**config.mk**
```make
export PLATFORM = sky130hd
export DESIGN_NAME = lsu_mem_stage
export DESIGN_NICKNAME = d
export VERILOG_FILES = /design/src/rtl/lsu_mem_stage.sv
export SDC_FILE = /design/constraint.sdc
export NUM_CORES = 1
export LEC_CHECK = 0
export CAP_MARGIN = 0
export CORE_ASPECT_RATIO = 1.4
export CORE_MARGIN = 2
export CORE_UTILIZATION = 43
export CTS_BUF_LIST = sky130_fd_sc_hd__clkbuf_8
export CTS_CLUSTER_DIAMETER = 120
export CTS_CLUSTER_SIZE = 10
export DETAILED_ROUTE_END_ITERATION = 7
export GPL_ROUTABILITY_DRIVEN = 0
export HOLD_SLACK_MARGIN = 0.02
export PLACE_DENSITY = 0.78
export SLEW_MARGIN = 5
export SYNTH_ARGS = -nofsm -noshare
export SYNTH_HDL_FRONTEND = slang
export SYNTH_SLANG_ARGS = --single-unit
export TNS_END_PERCENT = 10
```
**constraint.sdc**
```tcl
create_clock -name clk_i -period 3.9 [get_ports clk_i]
set_input_delay 0.585 -clock clk_i [delete_from_list [all_inputs] [get_ports clk_i]]
set_output_delay 0.585 -clock clk_i [all_outputs]
set_load 0.01 [all_outputs]
```
**src/rtl/lsu_mem_stage.sv**
```systemverilog
// lsu_mem_stage
// Multi-cycle load/store unit placed after the execute stage. Accepts one
// memory op at a time, issues a single valid/ready request to memory, waits
// for the response and presents one write-back result.
//
// Ports
//   clk_i, rst_i            clock, asynchronous active-high reset
//   in_valid_i/in_ready_o   op handshake from exe (ready only in IDLE)
//   is_load_i, is_store_i   op type (both set -> load)
//   funct3_i                access size/sign: B, H, W, BU, HU
//   addr_i, wdata_i, rd_i   effective address, store data, load destination
//   mem_req_*               word-aligned request with byte-lane data/strobes
//   mem_rsp_*               read data or write acknowledge
//   wb_*                    write-back result, held until wb_ready_i
module lsu_mem_stage #(
  parameter int XLEN = 32,
  parameter int RS_W = 5
) (
  input  logic            clk_i,
  input  logic            rst_i,
  input  logic            in_valid_i,
  output logic            in_ready_o,
  input  logic            is_load_i,
  input  logic            is_store_i,
  input  logic [2:0]      funct3_i,
  input  logic [XLEN-1:0] addr_i,
  input  logic [XLEN-1:0] wdata_i,
  input  logic [RS_W-1:0] rd_i,
  output logic            mem_req_valid_o,
  input  logic            mem_req_ready_i,
  output logic            mem_we_o,
  output logic [XLEN-1:0] mem_addr_o,
  output logic [XLEN-1:0] mem_wdata_o,
  output logic [3:0]      mem_wstrb_o,
  input  logic            mem_rsp_valid_i,
  input  logic [XLEN-1:0] mem_rsp_data_i,
  output logic            wb_valid_o,
  input  logic            wb_ready_i,
  output logic            wb_wen_o,
  output logic [RS_W-1:0] wb_rd_o,
  output logic [XLEN-1:0] wb_data_o,
  output logic            wb_misalign_o
);

  typedef enum logic [1:0] {IDLE, REQ, WAIT, RESP} state_t;

  state_t          state_reg, state_next;
  logic [XLEN-1:0] addr_reg;
  logic [XLEN-1:0] wdata_reg;
  logic [XLEN-1:0] rsp_data_reg;
  logic [2:0]      funct3_reg;
  logic [RS_W-1:0] rd_reg;
  logic            is_load_reg;
  logic            misalign_reg;

  logic            accept;
  logic            misalign_in;
  logic [1:0]      off;
  logic            is_byte;
  logic            is_half;
  logic [XLEN-1:0] lane_wdata;
  logic [3:0]      lane_strb;
  logic [7:0]      load_byte;
  logic [15:0]     load_half;
  logic [XLEN-1:0] load_ext;
  logic            in_req;
  logic            in_resp;
  logic            wb_load_ok;

  // Ops with neither load nor store set are not memory ops and are dropped.
  assign accept = (state_reg == IDLE) && in_valid_i && (is_load_i || is_store_i);

  // funct3[1:0]: 00 byte, 01 half, 1x word (undefined encodings fall into word).
  assign misalign_in = (funct3_i[1:0] == 2'b01) ? addr_i[0] :
                       funct3_i[1]              ? (addr_i[1:0] != 2'b00) : 1'b0;

  always_ff @(posedge clk_i or posedge rst_i) begin
    if (rst_i) begin
      state_reg    <= IDLE;
      addr_reg     <= '0;
      wdata_reg    <= '0;
      rsp_data_reg <= '0;
      funct3_reg   <= '0;
      rd_reg       <= '0;
      is_load_reg  <= 1'b0;
      misalign_reg <= 1'b0;
    end else begin
      state_reg <= state_next;
      if (accept) begin
        addr_reg     <= addr_i;
        wdata_reg    <= wdata_i;
        funct3_reg   <= funct3_i;
        rd_reg       <= rd_i;
        is_load_reg  <= is_load_i;
        misalign_reg <= misalign_in;
      end
      if ((state_reg == WAIT) && mem_rsp_valid_i) begin
        rsp_data_reg <= mem_rsp_data_i;
      end
    end
  end

  always_comb begin
    state_next = state_reg;
    case (state_reg)
      IDLE: if (accept) state_next = misalign_in ? RESP : REQ;
      REQ:  if (mem_req_ready_i) state_next = WAIT;
      // A response coincident with the request handshake is seen in REQ and
      // therefore never consumed; only WAIT listens to mem_rsp_valid_i.
      WAIT: if (mem_rsp_valid_i) state_next = RESP;
      RESP: if (wb_ready_i) state_next = IDLE;
      default: state_next = IDLE;
    endcase
  end

  // Store lane shaping: each byte lane picks its source byte and strobe.
  assign off     = addr_reg[1:0];
  assign is_byte = (funct3_reg[1:0] == 2'b00);
  assign is_half = (funct3_reg[1:0] == 2'b01);

  genvar gi;
  generate
    for (gi = 0; gi < 4; gi++) begin : g_lane
      assign lane_wdata[gi*8 +: 8] = is_byte ? wdata_reg[7:0] :
                                     is_half ? wdata_reg[(gi%2)*8 +: 8] :
                                               wdata_reg[gi*8 +: 8];
      assign lane_strb[gi] = is_byte ? (off == 2'(gi)) :
                             is_half ? (off[1] == 1'(gi/2)) : 1'b1;
    end
  endgenerate

  // Load extraction; half accesses are aligned so off[0] is always 0 there.
  assign load_byte = rsp_data_reg[{off, 3'b000} +: 8];
  assign load_half = rsp_data_reg[{off[1], 4'b0000} +: 16];

  always_comb begin
    load_ext = rsp_data_reg;
    case (funct3_reg)
      3'b000:  load_ext = {{(XLEN-8){load_byte[7]}}, load_byte};
      3'b100:  load_ext = {{(XLEN-8){1'b0}}, load_byte};
      3'b001:  load_ext = {{(XLEN-16){load_half[15]}}, load_half};
      3'b101:  load_ext = {{(XLEN-16){1'b0}}, load_half};
      default: load_ext = rsp_data_reg;
    endcase
  end

  // Outputs are gated by state so everything idles at zero outside its phase.
  assign in_req     = (state_reg == REQ);
  assign in_resp    = (state_reg == RESP);
  assign wb_load_ok = in_resp && is_load_reg && !misalign_reg;

  assign in_ready_o      = (state_reg == IDLE);
  assign mem_req_valid_o = in_req;
  assign mem_we_o        = in_req && !is_load_reg;
  assign mem_addr_o      = in_req ? {addr_reg[XLEN-1:2], 2'b00} : '0;
  assign mem_wdata_o     = (in_req && !is_load_reg) ? lane_wdata : '0;
  assign mem_wstrb_o     = (in_req && !is_load_reg) ? lane_strb : 4'b0000;

  assign wb_valid_o    = in_resp;
  assign wb_wen_o      = wb_load_ok && (rd_reg != '0);
  assign wb_rd_o       = in_resp ? rd_reg : '0;
  assign wb_data_o     = wb_load_ok ? load_ext : '0;
  assign wb_misalign_o = in_resp && misalign_reg;

endmodule

```
==> out/metrics.yaml <==
status: "completed"
crit_fanout: 18
critPathArrivalTime_ns: 2.94
endpoint_kind: "primary output"
combPwrFrac_pct: 47.5
worstMarginPinSlew_ns: 0.7900
yosys.area.top_type_share_pct: 47.82
period_share_pct: 90.46
drt-initial-drc-count: 295
routed_wl_mm: 17.07
synth_adder_area_share_pct: 0.8855
fill_cells: 1067
synth_top_family_by_area: "simple AND/OR/NAND/NOR gates"
post_drt_wl_per_cell_um: 16.99
synth_warnings: 0
muxShareOfSynthArea_pct: 12.40
power_frac_seq_pct: 38.9
total_power_mw: 5.582
gr-total-overflow: 0
synth_area_leaders: "dfrtp_1 (48%), nand2_1 (15%), mux2_2 (8.8%), and2_1 (5.2%), a21oi_1 (3.9%)"
crit_path_start_kind: "flop"
synth_simple_gate_area_share_pct: 24.24
grt_max_degree: 77
hold_viol: 0
yosysMostFrequentCell: "nand2_1"
numPortBuffers: 220
drv_cap: 0
grt_pass1_vias: 5381
root_buffer: "clkbuf_8"
drc: 0
rsz0062_at_grt: "no"
drive_above_1_share_pct: 8.920
preCtsSetupSlack_ns: 0.7791
drtPass1Iterations: 8
num_vias: 5264
finalClockSkew_ns: 0.01174
design.core.area_mm2: 0.01281
async_reset_ff_share_pct: 100.0
critical_path_class: "reg2out"
slew_violations: 0
grtUsageTotal_pct: 24.16
clk_latency_ns: 0.38
cts_tree: "yes"
synth_compound_area_share_pct: 9.077
netlist_instances: 648
synth.avg_cell_area_um2: 8.722
maxSlewHeadroom_pct: 47.33
ys_ff_latch: 108
rows: 49
hp-class: "reg2reg"
start_util_pct: 44.11
ios: 223
setup_viol: 0
post-cts-setup-buffer-count: 0
setup_slack_ns: 0.3720
dp_cells: 989
clockPowerShare_pct: 13.5
ant_nets: 0
cts_buffer_depth: 2
p_int_mw: 3.357
synth_xor_area_share_pct: 0
ys_seq_area_share_pct: 47.82
fin_tns_setup_ns: 0
fp.dieH_um: 139.7
cts_resized: 0
ys_top_cells_by_count: "nand2_1 (226), dfrtp_1 (108), and2_1 (47)"
die_area_mm2: 0.01409
cts_inserted_buffers: 9
viasPerCell: 5.238
cts_max_level: 3
switching_share_pct: 39.86
min_period_ns: 3.528
layout.nets: 963
holdBufCountCts: 0
area_growth_pct: 43.83
synth_edf_count: 0
power.switching_mw: 2.225
p_leak_nw: 3.740
path_clk_slew_ns: 0.10
clock.fmax_ghz: 0.2834
final_area_mm2: 0.008129
grt_pass1_wl_mm: 26.97
synth_top_area_cell: "dfrtp_1"
seqCellArea_mm2: 0.002704
n_antenna_cell: 0
critPathRequiredTime_ns: 3.31
fin_cells: 1005
vdd_drop_max_uv: 285.7
die_w_um: 100.9
antenna_found_initial: 0
multiInputGateArea_mm2: 0.002641
synth_ff_type: "dfrtp_1"
cts.sinks: 108
ys_types: 39
dpl_cell_area_mm2: 0.007910
p_per_area_mw_per_mm2: 686.6
dp_hpwl_mm: 12.63
netlist_area_mm2: 0.005652
[layout make-up]
type | count | area share, %
Clock buffer | 9 | 1.524
Clock inverter | 7 | 1.170
Inverter | 25 | 1.185
Multi-Input combinational cell | 473 | 32.49
Sequential cell | 108 | 33.26
Tap cell | 153 | 2.355
Timing Repair Buffer | 230 | 28.01
[per-stage QoR]
step           hold slack [ns]  util [%]
2_1_floorplan           0.4374         -
3_3_place_gp            0.4505     61.73
3_5_place_dp            0.4542     61.73
4_1_cts                 0.4777     63.44
5_1_grt                 0.5032     63.44
6_report                0.4730     63.44
[path summary, 6_finish.rpt]
kind	start	to	slack (ns)	cells after the start
max	state_reg[1]	wb_data_o[26]	0.37	5
min	addr_reg[9]	addr_reg[9]	0.47	2
max reg2reg	state_reg[0]	addr_reg[0]	1.75	5
min reg2reg	addr_reg[9]	addr_reg[9]	0.47	2
max in group asynchronous	rst_i	funct3_reg[1]	2.26	3
min in group asynchronous	rst_i	addr_reg[17]	0.66	2
[power by group through the flow]
| stage | clock network, mW | registers (mW) | logic, mW |
|---|---|---|---|
| detailed placement | 0 | 2.18 | 2.66 |
| CTS | 0.773 | 2.16 | 2.67 |
| global route | 0.816 | 2.24 | 2.91 |
| finish | 0.754 | 2.17 | 2.65 |
| global placement | 0 | 2.14 | 2.57 |
| floorplan | 0 | 1.93 | 1.84 |
[metal layers]
layer | global-route usage (%) | vias to the layer above | wire length (um)
li1 | - | 2487 | -
met1 | 27.31 | 2511 | 6257
met2 | 42.18 | 221 | 8881
met3 | 5.023 | 45 | 1196
met4 | 12.59 | 0 | 736
met5 | 0 | - | 0
[kinds of logic after synthesis]
kind of cell             after synthesis
AO/OA/AOI/OAI                         82
flip-flops                           108
other                                  1
adder cells (fa/ha/maj)                4
AND/OR/NAND/NOR                      323
multiplexers                          62
buffers and inverters                 68
[cell usage in the layout (no fill, tap or decap), types with 6 or more instances in the layout]
cell type,instances
o21ai_0,7
buf_4,10
inv_1,24
and2_1,47
clkdlybuf4s50_1,220
mux2_2,44
nand2_1,226
clkbuf_8,9
nor2_1,39
a222oi_1,6
a22o_1,6
dfrtp_1,107
a21oi_1,44
mux2i_1,16
a22oi_1,6
[critical path, cell delays in order, from the launching register on]
cell	delay (ns)
dfrtp_1	0.42
ha_1	0.34
nand3b_1	0.54
nand3b_4	0.47
a21oi_1	0.21
clkdlybuf4s50_1	0.57
Power figures use the tool's default switching activity.
